[config.mk]
export PLATFORM = sky130hd
export DESIGN_NAME = uart_receiver
export DESIGN_NICKNAME = d
export VERILOG_FILES = /design/src/rtl/uart_receiver.sv
export SDC_FILE = /design/constraint.sdc
export NUM_CORES = 1
export LEC_CHECK = 0
export ABC_AREA = 0
export BUFFER_PORTS_ARGS = -buffer_cell sky130_fd_sc_hd__buf_2
export CAP_MARGIN = 0
export CORE_ASPECT_RATIO = 1.1
export CORE_MARGIN = 10
export CORE_UTILIZATION = 51
export CTS_CLUSTER_SIZE = 28
export DETAILED_ROUTE_END_ITERATION = 7
export HOLD_SLACK_MARGIN = 0.03
export PLACE_DENSITY = 0.7
export SETUP_SLACK_MARGIN = 0.05
export SLEW_MARGIN = 20
export SYNTH_ARGS = -nofsm -noshare
export SYNTH_HDL_FRONTEND = slang
export SYNTH_SLANG_ARGS = --single-unit
[constraint.sdc]
create_clock -name clk -period 2.7 [get_ports clk]
set_clock_uncertainty 0.15 [all_clocks]
set_input_delay 0.405 -clock clk [delete_from_list [all_inputs] [get_ports clk]]
set_output_delay 0.405 -clock clk [all_outputs]
set_load 0.02 [all_outputs]
[src/rtl/uart_receiver.sv]
// uart_receiver
//   Oversampling UART receiver for 8N1 frames, or 8 data bits + parity + 1 stop
//   bit, sent LSB first. The line is synchronized, every bit is sampled at its
//   centre, and parity and stop bit are checked. Each received byte is
//   presented with a one-cycle valid strobe.
//
// Ports
//   clk        : system clock, rising edge
//   rst        : asynchronous active-low reset
//   rx         : serial line, asynchronous to clk, idles high
//   pen        : parity enable, latched at start-bit detect
//   peven      : 1 = even parity, 0 = odd parity, latched at start-bit detect
//   dout       : last received byte
//   valid      : one-cycle strobe, dout and the error flags were just updated
//   busy       : high from start-bit detect until the mid-stop sample
//   parity_err : parity mismatch on the last frame (0 when parity is disabled)
//   frame_err  : stop bit sampled low on the last frame
module uart_receiver #(
  parameter int CLK_FREQ_HZ = 100000000,
  parameter int BAUDRATE    = 9600,
  parameter int OVERSAMPLE  = 16
) (
  input  logic       clk,
  input  logic       rst,
  input  logic       rx,
  input  logic       pen,
  input  logic       peven,
  output logic [7:0] dout,
  output logic       valid,
  output logic       busy,
  output logic       parity_err,
  output logic       frame_err
);

  // Rounded clocks per oversample tick.
  localparam int TICK_DIV      = BAUDRATE * OVERSAMPLE;
  localparam int SAMPLE_CYCLES = (CLK_FREQ_HZ + TICK_DIV / 2) / TICK_DIV;
  localparam int TICK_W        = (SAMPLE_CYCLES > 1) ? $clog2(SAMPLE_CYCLES) : 1;
  localparam int SUB_W         = $clog2(OVERSAMPLE);

  localparam logic [TICK_W-1:0] TICK_LAST = TICK_W'(SAMPLE_CYCLES - 1);
  localparam logic [SUB_W-1:0]  SUB_LAST  = SUB_W'(OVERSAMPLE - 1);
  localparam logic [SUB_W-1:0]  SUB_HALF  = SUB_W'(OVERSAMPLE / 2 - 1);

  typedef enum logic [2:0] {
    IDLE      = 3'd0,
    START     = 3'd1,
    DATA      = 3'd2,
    PARITY    = 3'd3,
    STOP      = 3'd4,
    WAIT_HIGH = 3'd5
  } state_t;

  // Expected parity bit for a data byte.
  function automatic logic parity_bit(input logic [7:0] data, input logic even);
    return even ? (^data) : (~^data);
  endfunction

  state_t            state_r, state_s;
  logic              rx_meta_r, rx_sync_r;
  logic [TICK_W-1:0] tick_cnt_r;
  logic              stick_s, tick_clr_s;
  logic [SUB_W-1:0]  sub_cnt_r, sub_cnt_s;
  logic [2:0]        bit_idx_r, bit_idx_s;
  logic [7:0]        shift_r, shift_s;
  logic              pen_r, pen_s, peven_r, peven_s, perr_r, perr_s;
  logic [7:0]        dout_s;
  logic              valid_s, busy_s, parity_err_s, frame_err_s;

  assign stick_s = (tick_cnt_r == TICK_LAST);

  // Two-flop synchronizer for the asynchronous serial line.
  always_ff @(posedge clk or negedge rst) begin
    if (!rst) begin
      rx_meta_r <= 1'b1;
      rx_sync_r <= 1'b1;
    end else begin
      rx_meta_r <= rx;
      rx_sync_r <= rx_meta_r;
    end
  end

  // Oversample tick counter, restarted at start-bit detect to align ticks to the frame.
  always_ff @(posedge clk or negedge rst) begin
    if (!rst) begin
      tick_cnt_r <= '0;
    end else if (tick_clr_s || stick_s) begin
      tick_cnt_r <= '0;
    end else begin
      tick_cnt_r <= tick_cnt_r + TICK_W'(1);
    end
  end

  // State, datapath and output registers.
  always_ff @(posedge clk or negedge rst) begin
    if (!rst) begin
      state_r    <= IDLE;
      sub_cnt_r  <= '0;
      bit_idx_r  <= 3'd0;
      shift_r    <= 8'd0;
      pen_r      <= 1'b0;
      peven_r    <= 1'b0;
      perr_r     <= 1'b0;
      dout       <= 8'd0;
      valid      <= 1'b0;
      busy       <= 1'b0;
      parity_err <= 1'b0;
      frame_err  <= 1'b0;
    end else begin
      state_r    <= state_s;
      sub_cnt_r  <= sub_cnt_s;
      bit_idx_r  <= bit_idx_s;
      shift_r    <= shift_s;
      pen_r      <= pen_s;
      peven_r    <= peven_s;
      perr_r     <= perr_s;
      dout       <= dout_s;
      valid      <= valid_s;
      busy       <= busy_s;
      parity_err <= parity_err_s;
      frame_err  <= frame_err_s;
    end
  end

  // Next-state and next-output logic of the frame FSM.
  always_comb begin
    state_s      = state_r;
    tick_clr_s   = 1'b0;
    sub_cnt_s    = sub_cnt_r;
    bit_idx_s    = bit_idx_r;
    shift_s      = shift_r;
    pen_s        = pen_r;
    peven_s      = peven_r;
    perr_s       = perr_r;
    dout_s       = dout;
    valid_s      = 1'b0;
    busy_s       = busy;
    parity_err_s = parity_err;
    frame_err_s  = frame_err;

    case (state_r)
      IDLE: begin
        if (!rx_sync_r) begin
          state_s    = START;
          busy_s     = 1'b1;
          tick_clr_s = 1'b1;
          sub_cnt_s  = '0;
          bit_idx_s  = 3'd0;
          perr_s     = 1'b0;
          pen_s      = pen;
          peven_s    = peven;
        end else begin
          state_s = IDLE;
        end
      end

      START: begin
        if (stick_s && (sub_cnt_r == SUB_HALF)) begin
          sub_cnt_s = '0;
          // A line that is high again at mid start bit was only a glitch.
          if (rx_sync_r) begin
            state_s = IDLE;
            busy_s  = 1'b0;
          end else begin
            state_s = DATA;
          end
        end else if (stick_s) begin
          sub_cnt_s = sub_cnt_r + SUB_W'(1);
        end else begin
          sub_cnt_s = sub_cnt_r;
        end
      end

      DATA: begin
        if (stick_s && (sub_cnt_r == SUB_LAST)) begin
          sub_cnt_s = '0;
          shift_s   = {rx_sync_r, shift_r[7:1]};
          bit_idx_s = bit_idx_r + 3'd1;
          if (bit_idx_r == 3'd7) begin
            state_s = pen_r ? PARITY : STOP;
          end else begin
            state_s = DATA;
          end
        end else if (stick_s) begin
          sub_cnt_s = sub_cnt_r + SUB_W'(1);
        end else begin
          sub_cnt_s = sub_cnt_r;
        end
      end

      PARITY: begin
        if (stick_s && (sub_cnt_r == SUB_LAST)) begin
          sub_cnt_s = '0;
          perr_s    = rx_sync_r ^ parity_bit(shift_r, peven_r);
          state_s   = STOP;
        end else if (stick_s) begin
          sub_cnt_s = sub_cnt_r + SUB_W'(1);
        end else begin
          sub_cnt_s = sub_cnt_r;
        end
      end

      STOP: begin
        // Frame completes at mid stop bit so a directly following start bit is seen.
        if (stick_s && (sub_cnt_r == SUB_LAST)) begin
          sub_cnt_s    = '0;
          dout_s       = shift_r;
          parity_err_s = pen_r & perr_r;
          frame_err_s  = ~rx_sync_r;
          valid_s      = 1'b1;
          busy_s       = 1'b0;
          state_s      = rx_sync_r ? IDLE : WAIT_HIGH;
        end else if (stick_s) begin
          sub_cnt_s = sub_cnt_r + SUB_W'(1);
        end else begin
          sub_cnt_s = sub_cnt_r;
        end
      end

      WAIT_HIGH: begin
        // A held-low line (break) must return high before a new frame is accepted.
        if (rx_sync_r) begin
          state_s = IDLE;
        end else begin
          state_s = WAIT_HIGH;
        end
      end

      default: begin
        state_s = IDLE;
        busy_s  = 1'b0;
      end
    endcase
  end

endmodule

# == Yosys cells after proc, flatten, opt, wreduce, memory -nomap -nowiden ==
# Index checks and enable logic that the tools add are counted.
# op_classes
n_addsub,3
bitwise,4
n_eq_ne,15
muxes,32
n_reduce_logical,19
# ops
operator,count
$mux W3,9
$pmux W3 S6,1
$mux W4,4
$mux W1,12
$ne A2 B2 Y1 const B,6
$pmux W4 S3,1
$add A10 B1 Y10 const B,1
$eq A10 B10 Y1 const B,1
$mux W10,1
$eq A3 B3 Y1 const B,3
$reduce_and A2 Y1,4
$reduce_xnor A8 Y1,1
$reduce_xor A8 Y1,1
$eq A3 B2 Y1 const B,2
$pmux W3 S2,1
$reduce_and A3 Y1,2
$reduce_or A3 Y1,2
$reduce_and A5 Y1,1
$add A4 B1 Y4 const B,1
$eq A4 B3 Y1 const B,1
$eq A4 B4 Y1 const B,1
$pmux W1 S4,1
$reduce_and A4 Y1,1
$reduce_bool A2 Y1,2
other kinds (11),13
# word_totals
reg_bits,45
word_cells,88
input_bits,5
out_inout_bits,12

# == Logic depth before layout (Yosys ltp) ==
# Gate-level depths: netlist of run 1.
# logic_depth
ltp_word,5
mapped_depth,8
depth_no_buf,7

# == Worst setup path before layout of run 1 ==
# OpenSTA, ideal clock, no wires.
# synth_path
path_type,reg-to-reg
from,register tick_cnt_r[5]
to,register busy
t_required_ns,2.418
path_stages_with_launch,6
n_path_buf,0
slack_ns,0.386
arrival_ns,2.033
setup_time_ns,0.132
synth_period_minus_slack_ns,2.314
path_cell_list,dfrtp_1 -> or4b_4 -> or4_4 -> or2_4 -> a211oi_1 -> o21ai_1
# synth_between
elab_chain_cells,4
word_cells_on_any_way,6
classes_between,eq/ne: 3; reduce/logical: 3
# synth_rtl
element,line,rtl
"start, declared",61,logic [TICK_W-1:0] tick_cnt_r;
"start signal, assigned",90,tick_cnt_r <= tick_cnt_r + TICK_W'(1);
$eq A10 B10 Y1 (*),70,assign stick_s = (tick_cnt_r == TICK_LAST);
"$logic_and A1 B1 Y1, on equally long branches","205, 158",
$ne A2 B2 Y1 (no line),-,
$reduce_and A5 Y1 (no line) (*),-,
"end signal, assigned",119,busy <= busy_s;
"end, declared",30,"output logic busy,"
# Mark *: on every way between the ends. The rest lies on a longest branch, timed or not.
# A chain may end at the register's enable or synchronous reset.

# == Final worst setup path of run 1 ==
# Ends and elaborated chain as after synthesis.

==> results.txt, run 1 <==
R2R Path End - busy
Maximum clock path buffer count - 2
CP max FO - 4
CTS Buf Count - 5
Mapped Area - 0.00216 mm^2
Yosys cell types - 43
Max layer used - met4
Crit path depth - 5
Max-slew violations - 0
Worst Path Arrival - 2430 ps
Antenna cells - 0
Grt total ovfl - 0
Clock sinks - 45
CP Data Required Time - 2720 ps
CP max stage delay - 580 ps
Initial DRC count - 109
Number of synthesized flops with an enable pin - 0
Via-to-Cell Ratio - 5.59
Die W - 82.1 um
Routability congestion estimate - 0.815
H-tree depth - 2
RSZ-0062 raised after global routing - false
Rows - 24
Worst Hold Class - primary input to register
Flop2flop setup slack - 290 ps
CP cell instances - or4b_4 -> or4_4 -> or2_4 -> a211oi_1 -> o21ai_1
Multi-input gate area - 990 um^2
Max_slew headroom - 35.7%
Clk Latency, worst-skew pair - 290 ps
# IOs - 17
Static leakage - 1.18 nW
TNS Setup - 0 ps
Largest net degree at the start of global routing - 46
Prevailing post-synth register cell - dfrtp_1
DRC Markers - 0
Worst-margin pin slew - 964 ps
Worst setup path category - register to register
# fillers - 340
Worst Setup EP - busy
Starting Density - 53.7%
Peak VDD IR - 0.372 mV
Slowest-stage cell, CP - or4b_4
Drt pass-1 iters - 5
First-pass GRT wire length - 7040 um
Fraction of registers with async set/reset - 100%
Synth-to-Final Area Change - 11.6%
M1 WL - 1720 um
Met2 wire len - 2170 um
Critical R2R Launch - tick_cnt_r[5]
Initial antenna violation count - 0
Mapped Nets - 201
Status - finished, final reports clean
Hold-fix buffers, CTS - 0
WL/cell - 15.4 um
FMAX - 0.415 GHz
Final Core Density - 60.0%
CP Capture Type - register
PwrDens - 498 mW/mm^2
Ys Warns - 0
CP top delay family - simple AND/OR/NAND/NOR gates
Vias - 1,476
FF+latch area - 0.00113 mm^2
Root Buffer - clkbuf_8
Syn Inst Count - 191
Number of global-route vias before repair - 1,553
Core area - 0.00402 mm^2
Worst-path clk slew - 90 ps
Crit path time final - 2410 ps
Buf+Inv Stages, Crit Path - 0
Worst reg2reg path depth - 5
Sequential area share after synthesis - 52.2%
Routed wire length - 4080 um
Hpwl dp - 3000 um
CTS tree - yes
Max Cap Violations - 0
Routed Antenna Nets - 0
Number of setup buffers added after CTS - 0
Total track usage - 12.2%
Final hold violations - 0
Layout Nets - 221
Die ar. - 0.00724 mm^2
Share of layout cells above drive strength 1 - 23.6%
Syn_area_per_cell - 11.3 um^2
Post-CTS sizing - 0
Synth Register Bits - 45
CP Launch Type - register
Die height - 88.3 um
Final Cycle Share - 89.3%
# setup viols final - 0
IO Port Bufs - 16
Worst setup startpoint - tick_cnt_r[5]
Met3 wire length - 112 um
## cells in the mapped netlist, types with 2 or more instances
master	count	area, um^2
nand2_1	14	52.6
xor2_1	5	43.8
a21oi_1	2	10.0
nor2b_1	2	12.5
o21ai_0	12	60.1
mux2i_1	2	20.0
nor2_1	17	63.8
a21o_1	3	22.5
ha_1	5	62.6
o31ai_1	3	22.5
a211oi_1	2	15.0
or3_1	2	12.5
mux2_2	18	203
nand2b_1	3	18.8
clkbuf_1	3	11.3
dfstp_2	2	52.6
nor4_4	2	42.5
dfrtp_1	43	1080
xnor2_1	13	114
inv_1	6	22.5
and3_1	3	18.8
a22oi_1	2	15.0
nand3_1	7	35.0
## per-layer routing
layer	track usage [%]	vias up
met5	0	-
met4	5.73	0
met3	2.74	6
met2	21.1	23
met1	14.0	740
li1	-	707
## where the power goes
group          internal (mW)  total [mW]  switching [mW]
clock network          0.278       0.495           0.217
logic                0.00805      0.0256          0.0176
registers              0.678       0.681         0.00324
total                  0.964        1.20           0.238
## placed cells by master (no fill, tap or decap), drive strengths merged, types with 2 or more instances in the layout
cell,Yosys,routed
a21o,3,3
nand2b,3,3
inv,6,6
xnor2,13,13
nor2b,2,2
buf,2,18
nand3,7,7
o21ai,13,13
or3,2,2
ha,5,5
o31ai,3,3
dfrtp,43,43
xor2,5,5
a211oi,2,2
nor4,3,3
mux2i,2,2
nor2,17,17
a22oi,2,2
dfstp,2,2
a21oi,2,2
clkbuf,3,6
and3,3,3
nand2,14,14
mux2,18,18
## cell families (layout without fill, tap and decap cells)
kind of cell | count (synthesis) | after routing | share of synthesized area, %
simple gates | 61 | 61 | 16.1
flops | 45 | 45 | 52.2
mux | 20 | 20 | 10.3
compound gates | 31 | 31 | 9.21
xor+xnor | 18 | 18 | 7.30
buf+inv | 11 | 32 | 1.97
fa+ha+maj | 5 | 5 | 2.90
## worst min-delay path by stage
| stage | start | endpoint | cells after the start |
|---|---|---|---|
| 6_report | rx | rx_meta_r | 1 |
| 5_1_grt | rx | rx_meta_r | 1 |
| 4_1_cts | rx | rx_meta_r | 1 |
| 3_5_place_dp | rx_meta_r | rx_sync_r | 0 |
| 3_3_place_gp | rx_meta_r | rx_sync_r | 0 |
| 2_1_floorplan | rst | bit_idx_r[0] | 0 |
## final cells by class
cell class                 count  area share, %
clock inverter                 2           1.61
tap                           52           2.70
inverter                       6          0.934
sequential                    45           46.8
clock buffer                   6           3.01
multi-input combinational    135           41.0
timing repair buffer          18           3.94
## per-stage QoR
step	cell area, um^2	worst slack [ps]	power (mW)	std cells	hold WS [ps]
global route	2410	128	1.25	264	39.2
floorplan	2160	386	0.703	191	-40.6
finish	2410	288	1.20	264	54.2
CTS	2410	286	1.21	264	46.0
detailed placement	2300	281	0.721	256	203
global placement	2300	328	0.720	256	196
## registers in the layout (all words and copies together) (netlist names)
register	count
tick_cnt_r	10
rx_meta_r	1
rx_sync_r	1
state_r	3
valid	1
bit_idx_r	3
busy	1
sub_cnt_r	4
frame_err	1
pen_r	1
peven_r	1
dout	8
parity_err	1
perr_r	1
shift_r	8
Note: power is estimated with default switching activity, not from simulation.
==> run 2, diff against run 1 <==
--- a/config.mk
+++ b/config.mk
@@ -6,7 +6,7 @@
 export NUM_CORES = 1
 export LEC_CHECK = 0
 export ABC_AREA = 0
-export BUFFER_PORTS_ARGS = -buffer_cell sky130_fd_sc_hd__buf_2
+export BUFFER_PORTS_ARGS = -buffer_cell sky130_fd_sc_hd__buf_4
 export CAP_MARGIN = 0
 export CORE_ASPECT_RATIO = 1.1
 export CORE_MARGIN = 10
==> run 2 against run 1 <==
  * Cell count increased by 0.38%
  * Die area unchanged
  * Flip-flop and latch count unchanged
  * Sequential power about the same
  * Critical path depth decreased by 1
  * Clock power decreased by 15%
  * Sequential share of layout area decreased by 0.58 points
  * Worst setup slack got worse by 6.9 ps
  * Critical path type unchanged
  * Wire length decreased by 0.42%
  * Non-clock buffer count increased by 1
  * Critical endpoint is now dout[3]
  * Highest routed layer unchanged
==> results.txt, run 2 (synthesis results as in run 1) <==
Worst-margin pin slew - 713 ps
Antenna cells - 0
Routed wire length - 4060 um
# setup viols final - 0
RSZ-0062 raised after global routing - false
Status - finished, final reports clean
Clk pwr share - 37.2%
Largest register FFs - 10
Final hold violations - 0
CTS tree - yes
Sw Share - 22.7%
Max Cap Violations - 0
Critical R2R Launch - tick_cnt_r[5]
Number of global-route vias before repair - 1,504
Design Area, Final - 0.00244 mm^2
# IOs - 17
Initial antenna violation count - 0
# fillers - 345
CP Capture Type - register
CP max stage delay - 580 ps
Slowest-stage cell, CP - or4b_4
FMAX - 0.413 GHz
Max_slew headroom - 52.0%
Max layer used - met4
Commonest non-fill, non-tap cells in the layout - 43 x dfrtp_1, 18 x mux2_2, 18 x buf_4, 17 x nor2_1, 14 x nand2_1
Clock sinks - 45
Starting Density - 53.7%
Worst Hold Class - primary input to register
First-pass GRT wire length - 6950 um
Met3 wire length - 146 um
Largest net degree at the start of global routing - 46
PwrDens - 462 mW/mm^2
WL/cell - 15.3 um
Routability congestion estimate - 0.764
Rows - 24
M1 WL - 1720 um
Final Cycle Share - 89.6%
NetSw - 0.256 mW
Routed Antenna Nets - 0
CP Launch Type - register
Layout Nets - 222
CP top delay family - simple AND/OR/NAND/NOR gates
Worst-path clk slew - 90 ps
Comb pwr share - 2.5%
Die W - 82.1 um
Regs by FF count - tick_cnt_r (10), dout (8), shift_r (8)
Crit path time final - 2420 ps
CP max FO - 12
Number of setup buffers added after CTS - 0
Post-CTS sizing - 0
Hold path startpoint - rx
Buf+Inv Stages, Crit Path - 0
Max-slew violations - 0
Root Buffer - clkbuf_8
CP cell instances - or4b_4 -> nor4_1 -> nand2_1 -> mux2_2
Power Internal - 0.872 mW
CP Data Required Time - 2750 ps
Peak VDD IR - 0.413 mV
Multi-input gate area - 990 um^2
Crit path depth - 4
WHS Path Cells - 1
TNS Setup - 0 ps
Sequential power share - 60.4%
Die height - 88.3 um
Hold-fix buffers, CTS - 1
Worst setup path category - register to register
Vias - 1,479
Core area - 0.00402 mm^2
Drt pass-1 iters - 5
FF+latch area - 0.00113 mm^2
Initial DRC count - 88
Total power - 1.13 mW
Hpwl dp - 2960 um
Share of layout cells above drive strength 1 - 23.9%
Total track usage - 12.4%
Dpl cell area - 0.00234 mm^2
Die ar. - 0.00724 mm^2
Worst reg2reg path depth - 4
Worst setup startpoint - tick_cnt_r[5]
IO Port Bufs - 16
Maximum clock path buffer count - 2
CTS Buf Count - 5
Static leakage - 1.18 nW
Clk Latency, worst-skew pair - 300 ps
Synth-to-Final Area Change - 13.0%
Reg with most FFs - tick_cnt_r
H-tree depth - 2
Worst Path Arrival - 2460 ps
Grt total ovfl - 0
Commonest non-fill, non-tap cell in the layout - dfrtp_1
Via-to-Cell Ratio - 5.58
DRC Markers - 0
Met2 wire len - 2140 um
run 2: changes by cell type in the layout (fill, tap and decap cells not counted):
cell | before | now
clkinv_2 | 0 | 1
clkinv_4 | 1 | 2
clkbuf_1 | 1 | 0
buf_4 | 2 | 18
bufinv_16 | 1 | 0
buf_2 | 16 | 0
dlygate4sd3_1 | 0 | 1
run 2: stage by stage:
step / setup WS, ps / util [%] / instances / hold slack [ps]
after floorplan: 386 / - / 191 / -40.6
after global placement: 331 / 58.2 / 256 / 196
after detailed placement: 299 / 58.2 / 256 / 200
after CTS: 290 / 60.7 / 265 / 42.1
after global routing: 132 / 60.7 / 265 / 30.8
final: 282 / 60.7 / 265 / 52.6
run 2: final timing paths:
check                                to  slack [ps]
setup reg to reg                dout[3]         280
setup / recovery                dout[3]         280
min in group asynchronous  sub_cnt_r[2]         480
hold reg to reg               rx_sync_r         210
max in group asynchronous     rx_sync_r        1530
hold / removal                rx_meta_r          50
run 2: worst register-to-register path, stage by stage (launching register included):
cell,delay [ps]
dfrtp_1,420
or4b_4,580
nor4_1,390
nand2_1,390
mux2_2,400
run 2: cell type report:
type / count / area share [%]
sequential: 45 / 46.2
multi-input combinational: 135 / 40.5
timing repair buffer: 19 / 5.94
clock buffer: 5 / 2.82
tap: 52 / 2.66
clock inverter: 3 / 0.922
inverter: 6 / 0.922
run 2: metal layers:
| layer | GRT usage [%] | vias to the layer above |
|---|---|---|
| met5 | 0 | - |
| met4 | 4.18 | 0 |
| met3 | 4.16 | 5 |
| met2 | 21.3 | 27 |
| met1 | 13.9 | 738 |
| li1 | - | 709 |
run 2: power groups by stage:
stage / clock [mW] / combinational (mW) / sequential [mW]
floorplan: 0 / 0.00962 / 0.693
global placement: 0 / 0.0273 / 0.694
detailed placement: 0 / 0.0283 / 0.694
CTS: 0.435 / 0.0296 / 0.681
global route: 0.463 / 0.0320 / 0.681
finish: 0.419 / 0.0281 / 0.681
==> run 3, diff against run 2 <==
--- a/config.mk
+++ b/config.mk
@@ -15,6 +15,7 @@
 export DETAILED_ROUTE_END_ITERATION = 7
 export HOLD_SLACK_MARGIN = 0.03
 export PLACE_DENSITY = 0.7
+export RECOVER_POWER = 25
 export SETUP_SLACK_MARGIN = 0.05
 export SLEW_MARGIN = 20
 export SYNTH_ARGS = -nofsm -noshare
==> run 3 against run 2 <==
  * Non-clock buffer count is the same
  * Fmax is the same
  * Final area shrank 0.10%
  * Wire length is essentially flat
  * Global-route usage is the same
  * Worst hold slack gained 0.52 ps
  * Worst setup slack is the same
==> results.txt, run 3 (synthesis results as in run 1) <==
Maximum clock path buffer count - 2
Layout Nets - 222
Final hold violations - 0
Met2 wire len - 2140 um
Critical R2R Launch - tick_cnt_r[5]
# IOs - 17
CP max FO - 12
DRC Markers - 0
Number of setup buffers added after CTS - 0
Power Internal - 0.871 mW
Vias - 1,479
Max_slew headroom - 28.6%
Final Cycle Share - 89.6%
CP Data Required Time - 2750 ps
R2R Path End - dout[3]
Sequential power share - 60.4%
Routability congestion estimate - 0.764
Via-to-Cell Ratio - 5.58
Die ar. - 0.00724 mm^2
TNS Setup - 0 ps
Clk pwr share - 37.2%
Synth-to-Final Area Change - 12.9%
Reg with most FFs - tick_cnt_r
Drt pass-1 iters - 5
CP Capture Type - register
Worst-margin pin slew - 1070 ps
Worst reg2reg path depth - 4
PwrDens - 462 mW/mm^2
# setup viols final - 0
H-tree depth - 2
Worst setup path category - register to register
Largest register FFs - 10
Hold-fix buffers, CTS - 1
Worst-path clk slew - 90 ps
Max Cap Violations - 0
Clk Latency, worst-skew pair - 300 ps
RSZ-0062 raised after global routing - false
FMAX - 0.413 GHz
Hpwl dp - 2960 um
Peak VDD IR - 0.413 mV
Flop2flop setup slack - 280 ps
First-pass GRT wire length - 6950 um
IO Port Bufs - 16
Comb pwr share - 2.4%
Clock sinks - 45
CTS tree - yes
Total power - 1.13 mW
Commonest non-fill, non-tap cells in the layout - 43 x dfrtp_1, 18 x mux2_2, 17 x nor2_1, 16 x buf_4, 14 x nand2_1
CP Launch Type - register
Die W - 82.1 um
CP max stage delay - 580 ps
NetSw - 0.256 mW
Static leakage - 1.18 nW
Crit path time final - 2420 ps
M1 WL - 1720 um
Max layer used - met4
Worst Setup EP - dout[3]
CTS Buf Count - 5
Crit path depth - 4
Rows - 24
Root Buffer - clkbuf_8
CP cell instances - or4b_4 -> nor4_1 -> nand2_1 -> mux2_2
Worst Path Arrival - 2460 ps
Largest net degree at the start of global routing - 46
Number of global-route vias before repair - 1,504
Die height - 88.3 um
Commonest non-fill, non-tap cell in the layout - dfrtp_1
Routed Antenna Nets - 0
Worst setup startpoint - tick_cnt_r[5]
Initial DRC count - 88
Worst Hold Class - primary input to register
Antenna cells - 0
Initial antenna violation count - 0
Max-slew violations - 0
Met3 wire length - 146 um
Sw Share - 22.7%
Regs by FF count - tick_cnt_r (10), dout (8), shift_r (8)
Status - finished, final reports clean
Slowest-stage cell, CP - or4b_4
Routed wire length - 4060 um
Post-CTS sizing - 0
Starting Density - 53.7%
WHS Path Cells - 1
Total track usage - 12.4%
Core area - 0.00402 mm^2
WL/cell - 15.3 um
Buf+Inv Stages, Crit Path - 0
Share of layout cells above drive strength 1 - 23.9%
CP top delay family - simple AND/OR/NAND/NOR gates
Grt total ovfl - 0
==> run 3: cell count changes in the layout (fill, tap and decap cells not counted), sizes merged <==
cell	before	now
buf	18	16
clkbuf	5	7
==> run 3: power groups by stage <==
stage | Sequential (mW) | Clock [mW] | Combinational [mW]
after CTS | 0.681 | 0.435 | 0.0296
after global placement | 0.694 | 0 | 0.0273
after floorplan | 0.693 | 0 | 0.00962
after detailed placement | 0.694 | 0 | 0.0283
final | 0.681 | 0.419 | 0.0275
after global routing | 0.681 | 0.463 | 0.0314
==> run 3: how the worst min path moves through the flow <==
stage | start | end | slack (ps)
floorplan | rst | bit_idx_r[0] | -40
global placement | rx_meta_r | rx_sync_r | 200
detailed placement | rx_meta_r | rx_sync_r | 200
CTS | rx | rx_meta_r | 40
global route | rx | rx_meta_r | 30
finish | rx | rx_meta_r | 50
==> run 3: metal layers <==
layer / vias to the layer above / global-route usage, %
met3: 5 / 4.16
met1: 738 / 13.9
met5: - / 0
met2: 27 / 21.3
met4: 0 / 4.18
li1: 709 / -
==> run 3: cell type report <==
class / instances / area, um^2
clock buffer: 5 / 68.8
timing repair buffer: 19 / 143
tap: 52 / 65.1
clock inverter: 3 / 22.5
inverter: 6 / 22.5
multi-input combinational: 135 / 990
sequential: 45 / 1130
fill: 346 / 1580
==> run 3: per-stage QoR <==
step                      worst slack [ps]  cells  hold slack (ps)  utilization (%)  instance area (um^2)
final                                  282    265             53.1             60.6                  2440
after global routing                   132    265             32.6             60.6                  2440
after CTS                              290    265             42.1             60.7                  2440
after detailed placement               299    256              200             58.2                  2340
after global placement                 331    256              196             58.2                  2340
after floorplan                        386    191            -40.6                -                  2160
